$ cat config.mk
export PLATFORM = sky130hd
export DESIGN_NAME = seq_detector
export DESIGN_NICKNAME = d
export VERILOG_FILES = /design/src/rtl/seq_det_pkg.sv /design/src/rtl/input_debounce.sv /design/src/rtl/seq_detector.sv
export SDC_FILE = /design/constraint.sdc
export NUM_CORES = 1
export LEC_CHECK = 0
export ABC_CLOCK_PERIOD_IN_PS = 4300
export BUFFER_PORTS_ARGS = -buffer_cell sky130_fd_sc_hd__buf_2
export CAP_MARGIN = 20
export CORE_UTILIZATION = 27
export CTS_CLUSTER_SIZE = 28
export DETAILED_ROUTE_END_ITERATION = 10
export PLACE_DENSITY = 0.42
export SETUP_SLACK_MARGIN = 0.5
export SLEW_MARGIN = 25
export SYNTH_ARGS = -nofsm -noshare
export SYNTH_HDL_FRONTEND = slang
export SYNTH_HIERARCHICAL = 1
export SYNTH_SLANG_ARGS = --single-unit
$ cat constraint.sdc
create_clock -name clk_50MHz -period 4.3 [get_ports clk_50MHz]
set_input_delay 0.215 -clock clk_50MHz [delete_from_list [all_inputs] [get_ports clk_50MHz]]
set_output_delay 0.215 -clock clk_50MHz [all_outputs]
set_load 0.02 [all_outputs]
$ cat src/rtl/seq_det_pkg.sv
// Shared types and constants for the serial 01[0*]1 sequence detector.
package seq_det_pkg;

    localparam int unsigned BCD_W = 4;

    typedef enum logic [1:0] {
        IDLE = 2'd0,
        S0   = 2'd1,
        S01  = 2'd2
    } state_e;

    // Any digit at 9 or above wraps to 0, so a digit can never leave 0..9.
    function automatic logic [BCD_W-1:0] bcd_inc(input logic [BCD_W-1:0] d);
        return (d >= BCD_W'(9)) ? '0 : d + 1'b1;
    endfunction

endpackage

$ cat src/rtl/input_debounce.sv
// Two-flop synchroniser, stability-count debouncer and a one-clock pulse on
// each rising edge of the debounced level.
module input_debounce #(
    parameter int unsigned STABLE_CYCLES = 2
) (
    input  logic clk_i,
    input  logic rst_ni,
    input  logic din_i,
    output logic rise_o
);

    localparam int unsigned CNT_W = (STABLE_CYCLES < 2) ? 1 : $clog2(STABLE_CYCLES + 1);
    localparam logic [CNT_W-1:0] CNT_MAX = CNT_W'(STABLE_CYCLES - 1);

    logic [1:0]       sync_q, sync_d;
    logic             level_q, level_d;
    logic             level_dly_q;
    logic [CNT_W-1:0] cnt_q, cnt_d;

    always_ff @(posedge clk_i) begin
        if (!rst_ni) begin
            sync_q      <= '0;
            level_q     <= 1'b0;
            level_dly_q <= 1'b0;
            cnt_q       <= '0;
        end else begin
            sync_q      <= sync_d;
            level_q     <= level_d;
            level_dly_q <= level_q;
            cnt_q       <= cnt_d;
        end
    end

    // The counter runs only while the input disagrees with the debounced
    // level; any agreement (a bounce) restarts it from zero.
    always_comb begin
        sync_d  = {sync_q[0], din_i};
        level_d = level_q;
        cnt_d   = '0;
        if (sync_q[1] != level_q) begin
            if (cnt_q == CNT_MAX) begin
                level_d = sync_q[1];
            end else begin
                cnt_d = cnt_q + 1'b1;
            end
        end
    end

    assign rise_o = level_q & ~level_dly_q;

endmodule

$ cat src/rtl/seq_detector.sv
// Detects 01[0*]1 on bits submitted by a debounced strobe and keeps a
// two-digit BCD count of matches.
module seq_detector
    import seq_det_pkg::*;
#(
    parameter int unsigned STABLE_CYCLES = 2
) (
    input  logic             clk_50MHz,
    input  logic             rst_n,
    input  logic             bit_in,
    input  logic             bit_strobe,
    input  logic             clear,
    output logic             detect,
    output logic [BCD_W-1:0] hit_tens,
    output logic [BCD_W-1:0] hit_ones,
    output logic [1:0]       state_show
);

    logic [1:0]       bit_sync_q;
    logic             accept;
    logic             match;
    state_e           state_q, state_d;
    logic             detect_q, detect_d;
    logic [BCD_W-1:0] tens_q, tens_d;
    logic [BCD_W-1:0] ones_q, ones_d;

    input_debounce #(
        .STABLE_CYCLES(STABLE_CYCLES)
    ) u_strobe_db (
        .clk_i (clk_50MHz),
        .rst_ni(rst_n),
        .din_i (bit_strobe),
        .rise_o(accept)
    );

    always_ff @(posedge clk_50MHz) begin
        if (!rst_n) begin
            bit_sync_q <= '0;
            state_q    <= IDLE;
            detect_q   <= 1'b0;
            tens_q     <= '0;
            ones_q     <= '0;
        end else begin
            bit_sync_q <= {bit_sync_q[0], bit_in};
            state_q    <= state_d;
            detect_q   <= detect_d;
            tens_q     <= tens_d;
            ones_q     <= ones_d;
        end
    end

    always_comb begin
        state_d  = state_q;
        detect_d = 1'b0;
        tens_d   = tens_q;
        ones_d   = ones_q;
        match    = 1'b0;
        if (clear) begin
            state_d = IDLE;
            tens_d  = '0;
            ones_d  = '0;
        end else if (accept) begin
            case (state_q)
                IDLE:    state_d = bit_sync_q[1] ? IDLE : S0;
                S0:      state_d = bit_sync_q[1] ? S01  : S0;
                S01: begin
                    if (bit_sync_q[1]) begin
                        state_d = IDLE;
                        match   = 1'b1;
                    end
                end
                default: state_d = IDLE;
            endcase
            if (match) begin
                detect_d = 1'b1;
                ones_d   = bcd_inc(ones_q);
                if (ones_q >= BCD_W'(9)) begin
                    tens_d = bcd_inc(tens_q);
                end
            end
        end
    end

    assign detect     = detect_q;
    assign hit_tens   = tens_q;
    assign hit_ones   = ones_q;
    assign state_show = state_q;

endmodule

==> Yosys cells after proc, flatten, opt, wreduce, memory -nomap -nowiden <==
Cells that the tools add are included.
{ "word_totals": {"ff_bits": 19, "inputBits": 5, "wordCells": 43} }
{ "op_classes": {"add_sub_neg": 3, "magnitude_cmp": 2, "eq_ne": 5, "n_mux": 11, "n_bitwise": 5, "reduce_logical": 8} }
{ "op_table": {"columns": ["operator", "n"], "rows": [
  ["$add A4 B1 Y4 const B", 2],
  ["$ge A4 B4 Y1 const B", 2],
  ["$mux W4", 2],
  ["$mux W1", 6],
  ["$pmux W2 S3", 1],
  ["$reduce_and A2 Y1", 3],
  ["$reduce_or A3 Y1", 2],
  ["$eq A2 B1 Y1 const B", 2],
  ["$mux W2", 2],
  ["$not A1 Y1", 4],
  ["$reduce_and A3 Y1", 1],
  ["$add A2 B1 Y2 const B", 1],
  ["$eq A2 B2 Y1 const B", 1],
  ["$logic_not A2 Y1", 1],
  ["$ne A2 B2 Y1 const B", 1],
  ["$reduce_or A2 Y1", 1],
  ["$and A1 B1 Y1", 1],
  ["$ne A1 B1 Y1", 1]
]} }

==> Logic depth before layout (Yosys ltp) <==
{ "logic_depth": {"word_depth": 5, "depth_mapped": 5} }

==> Modules after synthesis <==
Netlist, hierarchy kept.
{ "modules_own_cells": {"columns": ["module", "instances", "cells_per_inst", "area_each_um2", "seq_area_each_um2"], "rows": [
  ["seq_detector", 1, 73, 676.9, 260.2],
  ["input_debounce", 1, 17, 205.2, 120.1]
]} }

==> Worst setup path after synthesis <==
Ideal clock, no wire load.
{ "synth_timing": {"path_kind": "register -> register", "from": "register ones_q[0], in the netlist hit_ones[0]", "to": "register tens_q[0], in the netlist hit_tens[0]", "setup_ns": 0.087, "arrival_time_ns": 1.540, "required_ns": 4.213, "path_slack_ns": 2.673, "stages_incl_launch_ff": 6, "n_path_buf": 0, "cell_sequence": "dfxtp_1 > inv_1 > ha_1 > nor3b_2 > or3_4 > o31ai_1"} }
{ "synth_between": {"elab_chain_len": 2} }
{ "synth_lines": {"columns": ["element", "line", "text"], "rows": [
  ["from (decl)", "seq_detector.sv:25", "logic [BCD_W-1:0] ones_q, ones_d;"],
  ["from (signal assigned)", "seq_detector.sv:48", "ones_q <= ones_d;"],
  ["$ge A4 B4 Y1", "seq_detector.sv:77", "if (ones_q >= BCD_W'(9)) begin"],
  ["$reduce_and A3 Y1 (no line)", null, null],
  ["to (signal assigned)", "seq_detector.sv:47", "tens_q <= tens_d;"],
  ["to (decl)", "seq_detector.sv:24", "logic [BCD_W-1:0] tens_q, tens_d;"]
]} }
Every way passes these cells.
A chain may end at the register's enable or synchronous reset.

==> Worst setup path in the final report <==
{ "layout_timing": {"from": "register u_strobe_db.level_q", "to": "register tens_q[0], in the netlist hit_tens[0]"} }
{ "layout_between": {"elab_chain_len": 2} }
{ "layout_lines": {"columns": ["element", "line", "text"], "rows": [
  ["from (decl)", "input_debounce.sv:16", "logic level_q, level_d;"],
  ["from (signal assigned)", "input_debounce.sv:28", "level_q <= level_d;"],
  ["$and A1 B1 Y1", "input_debounce.sv:49", "assign rise_o = level_q & ~level_dly_q;"],
  ["via accept", "seq_detector.sv:20", "logic accept;"],
  ["$reduce_and A3 Y1 (no line)", null, null]
]} }
The timed path passes the listed nets, and every way through them passes these cells.

==> results.md <==
* Fin crit period at 1.680 ns
* Post-CTS setup buffer count at 0
* Via density at 4.645
* Pins Over Slew Limit at 0
* Maximum vdd drop at 0.0001320 V
* Most common flop cell mapped by yosys: dfxtp_1
* Asr flop ratio synth at 0%
* Vias in the first global route at 652
* Static leakage at 0.4049 nW
* Cts bufs inserted at 3
* Hold crit path type: input port to flip-flop
* Rel. slew slack at 65.14%
* Final Cell Area at 1035 um2
* Placed Area at 1007 um2
* Seq pwr share at 64.6%
* First DRT Iteration DRCs at 19
* Max-cap violation count at 0
* Max Fclk at 0.5951 GHz
* Synth Instances at 90
* Number of synthesized register bits at 19
* Setup crit end kind: flip-flop
* Final Hold Fails at 0
* GPL Wtd Cong at 0.7234
* Post-DP HPWL at 1282 um
* Clock slew at reported path FFs at 0.11 ns
* CP Data Arrival Time at 1.89 ns
* CTS sink count at 19
* CP Data Required Time at 4.51 ns
* Final Util at 33.62%
* WHS Path Cells at 2
* GRT overflow at 0
* Period utilization at 39.08%
* Synthesized area at 882.1 um2
* CTS tree: built
* Clock Tree Buf Depth at 2
* Total power at 0.2780 mW
* Sequential area share after synthesis at 43.12%
* Core area at 3078 um2
* Layout cells sized above 1 at 22.22%
* # nets final at 121
* Die ar. at 3499 um2
* I/O Buffers at 15
* GR Util All Layers at 11.25%
* Setup_tns at 0 ns
* R2R depth at 4
* Number of gates resized after CTS at 0
* Sw Share at 22.00%
* Clock power frac at 32.3%
* Die width at 59.16 um
* Fill cell count at 338
* Worst setup SP type: flip-flop
* RSZ-0062 raised after global routing: no
* Synth cell types at 31
* Most common cell after layout, fill and taps aside: dfxtp_1
* Initial core utilization at 28.66%
* Internal at 0.2168 mW
* Net switching power at 0.06115 mW
* Count of final setup violators at 0
* Die height at 59.16 um
* # DRC at 0
* Syn nets at 102
* Clk Latency, worst-skew pair at 0.29 ns
* Crit Path Category: flip-flop to flip-flop
* Synth Area per Inst at 9.801 um2
* CTS Hold Bufs at 0
* Number of flops mapped to enable cells by yosys at 0
* Num rows at 20
* Post-route ant nets at 0
* Most frequent cells in the layout: dfxtp_1 (19), buf_2 (15), inv_1 (9)
* Vias after detailed routing at 706
* Power Dens Cells at 268.6 nW/um2
* Wire per inst at 11.28 um
* Part of the power in combinational logic at 3.2%
* Diodes inserted at 0
* Synth warn at 6
* Outcome: completed
* I/O pin cnt at 16
* CP max FO at 9
* Synth-to-layout area growth at 17.30%
* Worst Clk Skew at 0.004649 ns
* Largest net degree at the start of global routing at 12
* Initial antenna violation count at 0
* H-tree depth at 1
* Detailed Route WL at 1714 um
* Worst-margin pin slew at 0.5206 ns
* Root Buffer Master: clkbuf_4
* DR pass1 iterations at 4
* First-pass GRT wire length at 2884 um
[stage by stage]
step	std cells	setup WS [ns]	hold WS, ns
floorplan	90	2.673	0.3367
global placement	148	2.686	0.4153
detailed placement	148	2.611	0.4177
CTS	152	2.598	0.1060
global route	152	2.463	0.09075
finish	152	2.620	0.1188
[power groups by stage]
stage	clock, mW	sequential, mW	combinational, mW
6_report	0.0897	0.179	0.00886
5_1_grt	0.108	0.180	0.0101
4_1_cts	0.0958	0.180	0.00923
3_5_place_dp	0	0.184	0.00925
3_3_place_gp	0	0.183	0.00900
2_1_floorplan	0	0.183	0.00561
[state kept, by name, indices dropped and copies added, names as in the netlist]
| name | cells |
|---|---|
| u_strobe_db/cnt_q | 2 |
| hit_ones | 4 |
| detect | 1 |
| u_strobe_db/level_dly_q | 1 |
| hit_tens | 4 |
| bit_sync_q | 2 |
| state_show | 2 |
| u_strobe_db/sync_q | 2 |
| u_strobe_db/level_q | 1 |
[area by class of cell]
cell class	count	area [um2]	area share [%]
timing repair buffer	15	75.07	7.255
clock buffer	3	22.52	2.177
tap	44	55.05	5.320
sequential	19	380.4	36.76
clock inverter	1	5.005	0.4837
multi-input combinational	61	462.9	44.74
inverter	9	33.78	3.265
[critical path, cell delays in order, from the launching register on]
cell	delay, ns
dfxtp_1	0.38
nor2b_1	0.41
nand4b_4	0.22
or3_4	0.38
o31ai_1	0.21
[cell usage after synthesis, types with 2 or more instances]
cell | count | area [um2]
ha_1 | 7 | 87.58
mux2i_1 | 3 | 30.03
nor2b_1 | 3 | 18.77
o2111ai_1 | 2 | 17.52
dfxtp_1 | 19 | 380.4
o21ai_0 | 3 | 15.01
and2_1 | 4 | 25.02
nor4_1 | 2 | 12.51
nor2_1 | 5 | 18.77
a21oi_1 | 4 | 20.02
o211ai_1 | 3 | 22.52
inv_1 | 9 | 33.78
nor4b_1 | 2 | 17.52
nand2_1 | 6 | 22.52
nor3_1 | 2 | 10.01
[per-layer routing]
metal  track usage [%]  wire length (um)  up-vias
li1                  -                 -      355
met1             14.34               821      337
met2             16.88               809       12
met3             2.183                66        2
met4             8.163                16        0
met5                 0                 0        -
[final timing paths]
kind                        from       endpoint  slack, ns
max          u_strobe_db/level_q    hit_tens[0]       2.62
min                       bit_in  bit_sync_q[0]       0.12
max reg2reg  u_strobe_db/level_q    hit_tens[0]       2.62
min reg2reg        bit_sync_q[0]  bit_sync_q[1]       0.44
[logic make-up (layout without fill, tap and decap cells)]
| logic type | count (synthesis) | in the layout | share of synthesized area, % |
|---|---|---|---|
| buffers and inverters | 10 | 28 | 4.396 |
| adders and majority gates | 7 | 7 | 9.929 |
| muxes | 3 | 3 | 3.404 |
| DFF | 19 | 19 | 43.12 |
| AOI/OAI and AO/OA | 17 | 17 | 13.05 |
| and+or+nand+nor | 33 | 33 | 25.11 |
| xor gates and xnor gates | 1 | 1 | 0.9931 |
Note: power is estimated with default switching activity, not from simulation.
